--- config.mk ---
export PLATFORM = sky130hd
export DESIGN_NAME = ysyx_24100029_fencei_seq_flat
export DESIGN_NICKNAME = d
export VERILOG_FILES = /design/src/rtl/ysyx_24100029_fencei_seq_if.sv /design/src/rtl/ysyx_24100029_fencei_seq.sv /design/src/flat_wrapper.sv
export SDC_FILE = /design/constraint.sdc
export NUM_CORES = 1
export LEC_CHECK = 0
export ABC_AREA = 1
export BUFFER_PORTS_ARGS = -buffer_cell sky130_fd_sc_hd__buf_2
export CAP_MARGIN = 15
export CORE_MARGIN = 2
export CORE_UTILIZATION = 30
export DETAILED_ROUTE_END_ITERATION = 16
export PLACE_DENSITY = 0.5
export SLEW_MARGIN = 10
export SYNTH_ARGS = -nofsm -noshare
export SYNTH_HDL_FRONTEND = slang
export SYNTH_SLANG_ARGS = --single-unit
--- constraint.sdc ---
create_clock -name clock -period 1.65 [get_ports clock]
set_input_delay 0.0825 -clock clock [delete_from_list [all_inputs] [get_ports clock]]
set_output_delay 0.0825 -clock clock [all_outputs]
set_load 0.005 [all_outputs]
--- src/rtl/ysyx_24100029_fencei_seq_if.sv ---
//==============================================================================
// Module      : ysyx_24100029_fencei_seq_if
// Description : Pipeline-side handshake bundle for the fence.i sequencer.
// Revision    : 1.0 - initial release
//==============================================================================
`default_nettype none

interface ysyx_24100029_fencei_seq_if;
    logic        fence_i_flag;
    logic        EXU_valid;
    logic        LSU_ready;
    logic [31:0] EXU_pc;
    logic        mem_idle;
    logic        icache_inv_ack;
    logic        icache_inv_req;
    logic        pipe_clear;
    logic        fetch_hold;
    logic        busy;
    logic        dnpc_flag;
    logic [31:0] dnpc;

    // The sequencer itself
    modport slave (
        input  fence_i_flag, EXU_valid, LSU_ready, EXU_pc, mem_idle, icache_inv_ack,
        output icache_inv_req, pipe_clear, fetch_hold, busy, dnpc_flag, dnpc
    );

    // The surrounding pipeline / icache
    modport master (
        output fence_i_flag, EXU_valid, LSU_ready, EXU_pc, mem_idle, icache_inv_ack,
        input  icache_inv_req, pipe_clear, fetch_hold, busy, dnpc_flag, dnpc
    );
endinterface

`default_nettype wire

--- src/rtl/ysyx_24100029_fencei_seq.sv ---
//==============================================================================
// Module      : ysyx_24100029_fencei_seq
// Description : fence.i sequencer: drain memory, invalidate icache, redirect
//               fetch to pc+4. Optional macro YSYX_24100029_FENCEI_CNT_EN adds
//               a 32-bit completed-sequence counter output (fencei_cnt).
// Revision    : 1.0 - initial release
//==============================================================================
`default_nettype none

module ysyx_24100029_fencei_seq #(
    parameter int DRAIN_CYC = 2
) (
    input  logic                         clock,
    input  logic                         reset,
    ysyx_24100029_fencei_seq_if.slave    bus
`ifdef YSYX_24100029_FENCEI_CNT_EN
    ,
    output logic [31:0]                  fencei_cnt
`endif
);

    typedef enum logic [1:0] {
        S_IDLE     = 2'd0,
        S_DRAIN    = 2'd1,
        S_INV      = 2'd2,
        S_REDIRECT = 2'd3
    } state_t;

    localparam logic [3:0] C_DRAIN_LAST = 4'(DRAIN_CYC - 1);

    state_t      r_state;
    state_t      w_state_nxt;
    logic [3:0]  r_drain_cnt;
    logic [31:0] r_ret_pc;
    logic        w_accept;

    assign w_accept = (r_state == S_IDLE) & bus.fence_i_flag & bus.EXU_valid & bus.LSU_ready;

    always_ff @(posedge clock) begin
        if (reset) begin
            r_state     <= S_IDLE;
            r_drain_cnt <= 4'd0;
            r_ret_pc    <= 32'h0000_0000;
        end else begin
            r_state <= w_state_nxt;
            if (w_accept) begin
                r_ret_pc    <= bus.EXU_pc + 32'd4;
                r_drain_cnt <= 4'd0;
            end else if ((r_state == S_DRAIN) && (r_drain_cnt != 4'hF)) begin
                r_drain_cnt <= r_drain_cnt + 4'd1;
            end
        end
    end

    always_comb begin
        w_state_nxt = r_state;
        case (r_state)
            S_IDLE: begin
                if (w_accept) w_state_nxt = S_DRAIN;
            end
            S_DRAIN: begin
                // Minimum dwell is guaranteed by the counter; memory must also be quiet
                if ((r_drain_cnt >= C_DRAIN_LAST) && bus.mem_idle) w_state_nxt = S_INV;
            end
            S_INV: begin
                if (bus.icache_inv_ack) w_state_nxt = S_REDIRECT;
            end
            S_REDIRECT: begin
                w_state_nxt = S_IDLE;
            end
            default: begin
                w_state_nxt = S_IDLE;
            end
        endcase
    end

    assign bus.pipe_clear     = w_accept & ~reset;
    assign bus.icache_inv_req = (r_state == S_INV);
    assign bus.dnpc_flag      = (r_state == S_REDIRECT);
    assign bus.busy           = (r_state != S_IDLE);
    assign bus.fetch_hold     = (r_state != S_IDLE);
    assign bus.dnpc           = r_ret_pc;

`ifdef YSYX_24100029_FENCEI_CNT_EN
    logic [31:0] r_fencei_cnt;

    always_ff @(posedge clock) begin
        if (reset) begin
            r_fencei_cnt <= 32'd0;
        end else if (r_state == S_REDIRECT) begin
            r_fencei_cnt <= r_fencei_cnt + 32'd1;
        end
    end

    assign fencei_cnt = r_fencei_cnt;
`endif

endmodule

`default_nettype wire

--- src/flat_wrapper.sv ---
// flat-port wrapper written by rule: the top's interface ports become plain ports
module ysyx_24100029_fencei_seq_flat 
#(
    parameter int DRAIN_CYC = 2
)
  (clock, reset, bus_fence_i_flag, bus_EXU_valid, bus_LSU_ready, bus_EXU_pc, bus_mem_idle, bus_icache_inv_ack, bus_icache_inv_req, bus_pipe_clear, bus_fetch_hold, bus_busy, bus_dnpc_flag, bus_dnpc);
  ysyx_24100029_fencei_seq_if bus_i ();
  input  logic clock;
  input  logic reset;
  input wire logic [$bits(bus_i.fence_i_flag)-1:0] bus_fence_i_flag;
  input wire logic [$bits(bus_i.EXU_valid)-1:0] bus_EXU_valid;
  input wire logic [$bits(bus_i.LSU_ready)-1:0] bus_LSU_ready;
  input wire logic [$bits(bus_i.EXU_pc)-1:0] bus_EXU_pc;
  input wire logic [$bits(bus_i.mem_idle)-1:0] bus_mem_idle;
  input wire logic [$bits(bus_i.icache_inv_ack)-1:0] bus_icache_inv_ack;
  output wire logic [$bits(bus_i.icache_inv_req)-1:0] bus_icache_inv_req;
  output wire logic [$bits(bus_i.pipe_clear)-1:0] bus_pipe_clear;
  output wire logic [$bits(bus_i.fetch_hold)-1:0] bus_fetch_hold;
  output wire logic [$bits(bus_i.busy)-1:0] bus_busy;
  output wire logic [$bits(bus_i.dnpc_flag)-1:0] bus_dnpc_flag;
  output wire logic [$bits(bus_i.dnpc)-1:0] bus_dnpc;
  assign bus_i.fence_i_flag = bus_fence_i_flag;
  assign bus_i.EXU_valid = bus_EXU_valid;
  assign bus_i.LSU_ready = bus_LSU_ready;
  assign bus_i.EXU_pc = bus_EXU_pc;
  assign bus_i.mem_idle = bus_mem_idle;
  assign bus_i.icache_inv_ack = bus_icache_inv_ack;
  assign bus_icache_inv_req = bus_i.icache_inv_req;
  assign bus_pipe_clear = bus_i.pipe_clear;
  assign bus_fetch_hold = bus_i.fetch_hold;
  assign bus_busy = bus_i.busy;
  assign bus_dnpc_flag = bus_i.dnpc_flag;
  assign bus_dnpc = bus_i.dnpc;
  ysyx_24100029_fencei_seq #(.DRAIN_CYC(DRAIN_CYC)) u_core (.clock(clock), .reset(reset), .bus(bus_i));
endmodule
==> results of run 1 <==
==> registers in the layout (all words and copies together) (netlist names) <==
signal              flops
u_core.bus.dnpc        32
u_core.r_drain_cnt      4
u_core.r_state          2
==> metal layers <==
layer	wire length [um]	track usage [%]	part of all wire (%)	vias up
met1	3040	19.0	48	1121
li1	-	-	-	1309
met3	335	3.25	5.3	8
met5	0	0	0	-
met4	86	4.90	1.4	0
met2	2880	25.1	45	68
==> cells in the final DEF (no fill, tap or decap), types with 2 or more instances in the layout <==
cell type  instances
a21oi_1            6
nor2_8             2
nand2_1          128
o21ai_1            6
nor2_1            36
or2_2              2
clkbuf_8           5
clkbuf_1           2
ha_1               8
inv_2              7
inv_1             46
nand2_2            8
buf_12             2
o21ai_0           14
nand4_1            6
dfxtp_1           38
nor2_4             6
nor2_2             4
buf_2             75
a22o_1             3
nand3_1           30
nor3_1             4
==> cell type report <==
| type | instances | area share, % |
|---|---|---|
| Multi-Input combinational cell | 273 | 46.1 |
| Sequential cell | 38 | 25.3 |
| Inverter | 53 | 6.62 |
| Timing Repair Buffer | 79 | 15.2 |
| Tap cell | 102 | 4.25 |
| Clock buffer | 7 | 2.54 |
==> metrics by stage <==
stage                     worst slack (ps)  std cells
final                                  124        552
after global routing                  38.0        552
after floorplan                        284        370
after CTS                             14.7        552
after detailed placement              48.5        543
after global placement                 137        543
==> report_power, final <==
part | switching [W] | internal (W) | leakage [nW]
combinational | 0.000389 | 0.000289 | 1.28
sequential | 0.0000589 | 0.00100 | 0.308
clock | 0.000320 | 0.000291 | 0.0383
total | 0.000768 | 0.00158 | 1.63
==> logic make-up after synthesis <==
logic type	count (synthesis)
compound gates	31
fa+ha+maj	9
simple gates	232
xor+xnor	1
buf+inv	59
flops	38
==> repair_timing <==
| item | 4_1_cts | 5_1_grt |
|---|---|---|
| hold buffers | 0 | 0 |
| hold endpoints to repair | 0 | 0 |
| gates cloned | 1 | 0 |
| setup endpoints to repair | 1 | 16 |
| pin swaps | 1 | 1 |
| gates resized for setup | 3 | 2 |
| buffers inserted | 1 | 0 |
==> worst paths after layout <==
| check | slack (ps) | cells after the start | to |
|---|---|---|---|
| max reg2reg | 120 | 7 | u_core.bus.dnpc[1] |
| min reg2reg | 450 | 2 | u_core.bus.dnpc[19] |
| min | 20 | 2 | u_core.bus.dnpc[0] |
| max | 120 | 7 | u_core.bus.dnpc[1] |
==> results.ini, run 1 <==
[finish]
fin_nets = 498
seqCellArea_sq_um = 761
fin_util_pct = 39.1
drive_gt1_share_pct = 26.0
multiInputGateArea_sq_um = 1390
num_antenna_cells = 0
nFillCells = 890
final_cell_area_sq_um = 3010
area_growth_pct = 26.9

[synth]
synth_fa_ha_area_share_pct = 4.75
muxShareOfSynthArea_pct = 0
synth.net_count = 418
ys_seq_area_share_pct = 32.1
synth-async-reset-ratio_pct = 0
synth_compound_area_share_pct = 7.18
synth_xor_xnor_area_share_pct = 0.370
synth-edff-count = 0
syn_inst = 370
synth_simple_gate_area_share_pct = 45.3
ys_top_cells_by_area = dfxtp_1, nand2_1, inv_1
avgSynthCellArea_sq_um = 6.40
yosysMostFrequentCell = nand2_1
synth_top_family_by_area = simple AND/OR/NAND/NOR gates
yosys.area.top_type = dfxtp_1
syn_area_sq_um = 2370
netlist.area_leader.share_pct = 32.1
synth_common_cells = nand2_1, inv_1, dfxtp_1, nor2_1, nand3_1
synthFlopType = dfxtp_1
synth-seq-cells = 38
ys_types = 30
ys_warn_count = 0

[sta]
holdWs_ps = 18.2
slew_headroom_pct = 71.6
min_period_ps = 1530
fmax_ghz = 0.655
finalSetupViolations = 0
period_share_pct = 92.5
drv_slew = 0
tightestPinTransition_ps = 425
rsz0062_at_grt = false
finalHoldViolations = 0
setup_tns_ps = 0
clock_skew_ps = 4.47

[clock_network]
htreeDepth = 2
cts_tree = built
worstSkewPairLatency_ps = 290
cts.path.max_buffers = 2
clock-sinks = 38
clkTransAtPathRegs_ps = 70
numCtsBuffers = 5
root_buffer = clkbuf_8

[setup_path]
critical_path.top_delay_family = buffers and inverters
slowest_stage = dfxtp_1
crit_path_start_kind = flip-flop
endpoint_kind = flip-flop
cp_cell_sequence = inv_2 > ha_4 > nand4_4 > nor2_4 > buf_4 > bufbuf_16 > a22o_1
cp_num_buf_inv = 3
regToRegStartpoint = u_core.r_state[0]
path_max_fanout = 13
worst-endpoint-required_ps = 1830
cp-startpoint = u_core.r_state[0]
max_stage_delay_ps = 380
worst_ep_arrival_time_ps = 1710
worstSetupPathType = reg -> reg

[global_routing]
grt_first_pass_wirelength_mm = 10.3
grt_pass1_vias = 2247
grt_util_all_layers_pct = 15.0
grt_start_max_net_pins = 34
gr-total-overflow = 0
antenna_found_initial = 0

[routing]
wl_mm = 6.34
via_per_inst = 4.54
wl_per_cell_um = 11.5
firstDrtPassIters = 6
ant_nets = 0
vias = 2506
drc = 0
drt-initial-drc-count = 73

[floorplan]
fp.dieW_um = 92.9
fp.dieH_um = 92.9
core_sq_um = 7690
rows = 32
die-area_sq_um = 8620
top_level_ports = 76
start_util_pct = 30.8

[run]
max_cap_viol_count = 0

[min_path]
hold_path.class = in -> reg
hold_start = bus_EXU_pc[0]

[placement]
io_buffers = 75
place_area_sq_um = 2870
place_hpwl_mm = 4.87
place_congestion = 0.838

[power_and_ir_drop]
vdd_drop_max_mv = 0.318
power_w = 0.00235
leakage_nw = 1.63
pwr_density_cell_nw_per_um2 = 782

[outcome]
status = complete, no violations

Note: power is estimated with default switching activity, not from simulation.
==> inputs of run 2 (changes only) <==
--- a/config.mk
+++ b/config.mk
@@ -8,10 +8,12 @@
 export ABC_AREA = 1
 export BUFFER_PORTS_ARGS = -buffer_cell sky130_fd_sc_hd__buf_2
 export CAP_MARGIN = 15
+export CORE_ASPECT_RATIO = 1.25
 export CORE_MARGIN = 2
 export CORE_UTILIZATION = 30
 export DETAILED_ROUTE_END_ITERATION = 16
-export PLACE_DENSITY = 0.5
+export MAX_ROUTING_LAYER = met4
+export PLACE_DENSITY = 0.52
 export SLEW_MARGIN = 10
 export SYNTH_ARGS = -nofsm -noshare
 export SYNTH_HDL_FRONTEND = slang
==> constraint.sdc (replaced) <==
create_clock -name clock -period 1.3 [get_ports clock]
set_input_delay 0.065 -clock clock [delete_from_list [all_inputs] [get_ports clock]]
set_output_delay 0.065 -clock clock [all_outputs]
set_load 0.005 [all_outputs]
==> results.ini, run 2 (synthesis results as in run 1) <==
[sta]
fmax_ghz = 0.722
drv_slew = 0  ; unchanged
rsz0062_at_grt = true
period_share_pct = 107
finalSetupViolations = 13  ; +13
tightestPinTransition_ps = 244  ; -181 ps
setup_ws_ps = -84.8  ; -209 ps
slew_headroom_pct = 83.6  ; +12 points
min_period_ps = 1380
clock_skew_ps = 5.15  ; +0.684 ps
finalHoldViolations = 0  ; unchanged
holdWs_ps = 14.5  ; -3.71 ps

[power_and_ir_drop]
vdd_drop_max_mv = 0.589  ; +86%
pwr_density_cell_nw_per_um2 = 1070  ; +37%
leakage_nw = 1.74  ; +6.9%

[routing]
wl_mm = 6.66  ; +5.0%
drt-initial-drc-count = 127  ; +74%
drc = 0  ; unchanged
vias = 2553  ; +1.9%
ant_nets = 0  ; unchanged
via_per_inst = 4.51  ; -0.64%
firstDrtPassIters = 4  ; -2
wl_per_cell_um = 11.8  ; +2.4%

[run]
max_cap_viol_count = 0  ; unchanged

[min_path]
hold_path.class = in -> reg
whs_path_depth = 2  ; unchanged
min_to = u_core.bus.dnpc[1]
hold_start = bus_EXU_pc[1]

[outcome]
violations = negative setup slack
status = complete, but fails checks

[clock_network]
clock-sinks = 38  ; unchanged
cts.path.max_buffers = 2  ; unchanged
numCtsBuffers = 5  ; unchanged
cts_tree = built
worstSkewPairLatency_ps = 290  ; about the same
clkTransAtPathRegs_ps = 80  ; about the same
htreeDepth = 2  ; unchanged
root_buffer = clkbuf_8

[finish]
drive_gt1_share_pct = 33.1  ; +7.1 points
layout_common_cells = nand2_1, buf_2, inv_1, nor2_1, dfxtp_1
area_growth_pct = 37.3
largest_register_ffs = 32  ; unchanged
layout_commonest_cell = nand2_1
instances_no_fill = 566  ; +2.5%
fin_nets = 518  ; +4.0%
num_antenna_cells = 0  ; unchanged

[setup_path]
rr_worst_depth = 8  ; +1
worstSetupPathType = reg -> out
regToRegEndpoint = u_core.bus.dnpc[1]
regToRegStartpoint = u_core.r_state[1]
worst-endpoint-required_ps = 1240  ; -590 ps
crit_path_start_kind = flip-flop
worst_ep_arrival_time_ps = 1320  ; -390 ps
endpoint_kind = output pin
path_max_fanout = 2  ; -11
r2r_slack_ps = -70  ; -190 ps

[global_routing]
antenna_found_initial = 0  ; unchanged
grt_start_max_net_pins = 13  ; -62%
grt_pass1_vias = 2460  ; +9.5%
gr-total-overflow = 0  ; unchanged
grt_first_pass_wirelength_mm = 11.1  ; +8.1%
grt_util_all_layers_pct = 16.3  ; +1.3 points

[floorplan]
fp.dieW_um = 83.5  ; -10%
top_level_ports = 76  ; unchanged
core_sq_um = 7750  ; +0.78%
rows = 36  ; +13%
fp.dieH_um = 103  ; +11%
start_util_pct = 30.6  ; -0.24 points
die-area_sq_um = 8630  ; about the same

[placement]
place_hpwl_mm = 5.29  ; +8.6%
place_congestion = 0.920  ; +9.8%
placedCellCount = 549  ; +1.1%
io_buffers = 75  ; unchanged

## run 2: cell count changes in the layout (fill, tap and decap cells not counted), moves of 3 or more
cell     delta
ha_4        +3
dfxtp_1     -4
nand2_1     -5
dfxtp_2     +3
buf_6       +5
ha_1        -4
buf_4      +16
nand2_2     +4
## run 2: per-layer routing
| layer | GRT usage (%) | part of all wire (%) | vias to the layer above |
|---|---|---|---|
| met1 | 18.2 | 44 | 1127 |
| li1 | - | - | 1356 |
| met2 | 29.7 | 50 | 62 |
| met5 | - | 0 | - |
| met4 | 5.09 | 1.2 | 0 |
| met3 | 3.17 | 5.3 | 8 |
## run 2: worst max-delay path by stage
stage | startpoint | end | slack (ps)
3_5_place_dp | u_core.r_state[1] | u_core.bus.dnpc[1] | -30
5_1_grt | u_core.r_state[1] | bus_pipe_clear | -160
3_3_place_gp | u_core.r_state[0] | u_core.bus.dnpc[1] | -9
4_1_cts | u_core.r_state[0] | bus_pipe_clear | -100
2_1_floorplan | u_core.r_state[0] | u_core.bus.dnpc[9] | 5
6_report | u_core.r_state[0] | bus_pipe_clear | -80
## run 2: repair_timing
action | 4_1_cts | 5_1_grt
pin swaps | 3 | 6
buffers inserted | 4 | 3
hold buffers | 2 | 0
gates resized for setup | 15 | 16
cloned | 1 | 0
setup endpoints to repair | 26 | 36
endpoints found under the hold margin | 2 | 0
## run 2: power by group
group,switching (W),internal [W],total (W)
sequential,0.0000779,0.00128,0.00136
combinational,0.000583,0.000519,0.00110
clock,0.000448,0.000565,0.00101
total,0.00111,0.00237,0.00347
## run 2: worst max-delay path: stages, from the launching register on
cell and delay (ps):
dfxtp_2 330, inv_2 70, ha_4 150, nand4_4 90, nor2_4 110, buf_6 110
buf_6 90, buf_6 80
## run 2: metrics by stage
step | power [W] | instance area (sq um) | util, % | worst slack (ps) | TNS, ps
detailed placement | 0.00232 | 2970 | 38.3 | -27.1 | -207
global route | 0.00372 | 3250 | 42.0 | -165 | -3130
floorplan | 0.00191 | 2390 | - | 5.40 | 0
CTS | 0.00341 | 3180 | 41.1 | -102 | -669
global placement | 0.00229 | 2970 | 38.3 | -9.01 | -22.2
finish | 0.00347 | 3250 | 42.0 | -84.8 | -501
## run 2: cell type report
| type | count | area (sq um) |
|---|---|---|
| Clock buffer | 5 | 68.8 |
| Clock inverter | 3 | 40.0 |
| Fill cell | 872 | 4500 |
| Inverter | 53 | 201 |
| Multi-Input combinational cell | 273 | 1460 |
| Sequential cell | 38 | 768 |
| Tap cell | 95 | 119 |
| Timing Repair Buffer | 99 | 594 |
==> inputs of run 3 (changes only) <==
--- a/config.mk
+++ b/config.mk
@@ -9,7 +9,7 @@
 export BUFFER_PORTS_ARGS = -buffer_cell sky130_fd_sc_hd__buf_2
 export CAP_MARGIN = 15
 export CORE_ASPECT_RATIO = 1.25
-export CORE_MARGIN = 2
+export CORE_MARGIN = 5
 export CORE_UTILIZATION = 30
 export DETAILED_ROUTE_END_ITERATION = 16
 export MAX_ROUTING_LAYER = met4
==> results.ini, run 3 (synthesis results as in run 1) <==
[placement]
io_buffers = 75  ; unchanged
placedCellCount = 547  ; -0.36%
place_hpwl_mm = 5.47  ; +3.4%
dp_slack_ps = -231  ; -204 ps
place_congestion = 0.854  ; -7.2%

[floorplan]
top_level_ports = 76  ; unchanged
core_sq_um = 7750  ; unchanged
rows = 36  ; unchanged
fp.dieH_um = 109  ; +5.8%
start_util_pct = 30.6  ; unchanged
die-area_sq_um = 9780  ; +13%
fp.dieW_um = 89.5  ; +7.2%

[sta]
finalSetupViolations = 9  ; -4
fmax_ghz = 0.731  ; +1.2%
tightestPinTransition_ps = 269  ; +24.9 ps
rsz0062_at_grt = true
min_period_ps = 1370  ; -16.1 ps
clock_skew_ps = 4.73  ; -0.417 ps
setup_ws_ps = -68.7  ; +16.1 ps
period_share_pct = 105  ; -1.2 points
slew_headroom_pct = 82.0  ; -1.7 points
finalHoldViolations = 0  ; unchanged
drv_slew = 0  ; unchanged

[finish]
layout_commonest_cell = nand2_1
largest_register_ffs = 32  ; unchanged
seqCellArea_sq_um = 766  ; -0.33%
drive_gt1_share_pct = 32.6  ; -0.50 points
area_growth_pct = 36.1
num_antenna_cells = 0  ; unchanged
fin_nets = 513  ; -0.97%
instances_no_fill = 561  ; -0.88%
layout_common_cells = nand2_1, buf_2, inv_1, dfxtp_1, nor2_1
multiInputGateArea_sq_um = 1460  ; -0.26%
nFillCells = 854  ; -2.1%

[global_routing]
grt_use_met2_pct = 25.2  ; -4.5 points
grt_pass1_vias = 2440  ; -0.81%
grt_start_max_net_pins = 17  ; +4
use_met3_pct = 3.82  ; +0.65 points
gr-total-overflow = 0  ; unchanged
grt_first_pass_wirelength_mm = 10.8  ; -2.5%
grt_util_all_layers_pct = 14.6  ; -1.7 points
antenna_found_initial = 0  ; unchanged
gr-usage-met1_pct = 16.4  ; -1.8 points
top_usage_layer = met2

[routing]
firstDrtPassIters = 4  ; unchanged
drc = 0  ; unchanged
wl_per_cell_um = 12.0  ; +2.0%
wl_mm = 6.73  ; +1.1%
via_per_inst = 4.50  ; -0.29%
drt-initial-drc-count = 52  ; -59%
vias = 2523  ; -1.2%
ant_nets = 0  ; unchanged

[setup_path]
worst_ep_arrival_time_ps = 1300  ; -20 ps
crit_path_start_kind = flip-flop
endpoint_kind = output pin
worst-endpoint-required_ps = 1240  ; about the same
path_max_fanout = 3  ; +1
worstSetupPathType = reg -> out

[power_and_ir_drop]
pwr_density_cell_nw_per_um2 = 1060  ; -1.2%
vdd_drop_max_mv = 0.617  ; +4.7%
power_w = 0.00340  ; -2.0%
leakage_nw = 1.72  ; -0.95%

[outcome]
status = complete, but fails checks
violations = negative setup slack

[clock_network]
numCtsBuffers = 5  ; unchanged
root_buffer = clkbuf_8
cts.path.max_buffers = 2  ; unchanged
htreeDepth = 2  ; unchanged
clkTransAtPathRegs_ps = 80  ; about the same
cts_tree = built
clock-sinks = 38  ; unchanged
worstSkewPairLatency_ps = 290  ; about the same

[min_path]
hold_path.class = in -> reg

[run]
max_cap_viol_count = 0  ; unchanged

[run 3: cell types whose count changed in the layout (fill, tap and decap cells not counted), moves of 3 or more]
cell,previous run,this run
ha_1,4,7
nor2_4,6,9
buf_4,17,12
o21ai_0,13,9
nor2_1,35,31
o21ai_1,6,10
[run 3: layout make-up]
type,instances,area share (%)
flip-flops and latches,38,23.8
well taps,95,3.69
inverters,53,6.48
clock inverters,3,1.24
clock buffers,5,2.14
repair buffers,94,17.5
multi-input cells,273,45.2
[run 3: timing repair]
action / in CTS / in global routing
gates resized for setup: 12 / 28
pin swaps: 3 / 6
hold endpoints to repair: 2 / 0
setup buffers: 4 / 0
hold buffers: 2 / 0
endpoints found under the setup margin: 32 / 38
[run 3: report_power, final]
group / total, W / internal, W / switching, W
registers: 0.00135 / 0.00128 / 0.0000682
logic: 0.00105 / 0.000483 / 0.000565
clock network: 0.00101 / 0.000565 / 0.000444
[run 3: path summary, 6_finish.rpt]
| check | endpoint | start | slack (ps) | cells past startpoint |
|---|---|---|---|---|
| worst min register to register | u_core.bus.dnpc[20] | u_core.bus.dnpc[20] | 450 | 2 |
| worst min-delay path | u_core.bus.dnpc[1] | bus_EXU_pc[1] | 8 | 2 |
| worst max register to register | u_core.bus.dnpc[15] | u_core.r_state[0] | -60 | 8 |
| worst max-delay path | bus_pipe_clear | u_core.r_state[0] | -70 | 6 |
[run 3: worst max-delay path, cell delays in order (launching register included)]
cell	delay [ps]
dfxtp_2	330
inv_2	70
ha_4	150
nand4_4	90
nor2_4	160
buf_6	130
buf_6	80
[run 3: stage by stage]
| stage | area (sq um) | hold slack (ps) | setup TNS, ps | util (%) |
|---|---|---|---|---|
| global placement | 2950 | 300 | -1800 | 38.1 |
| finish | 3220 | 8.27 | -292 | 41.6 |
| global route | 3220 | 10.6 | -2070 | 41.6 |
| floorplan | 2390 | 177 | 0 | - |
| detailed placement | 2950 | 300 | -3420 | 38.1 |
| CTS | 3150 | 10.4 | -390 | 40.6 |
[run 3: routing by layer]
metal / vias to the layer above / wire length (um)
met1: 1118 / 2910
met3: 7 / 413
met4: 0 / 95
met2: 59 / 3300
li1: 1339 / -
met5: - / 0
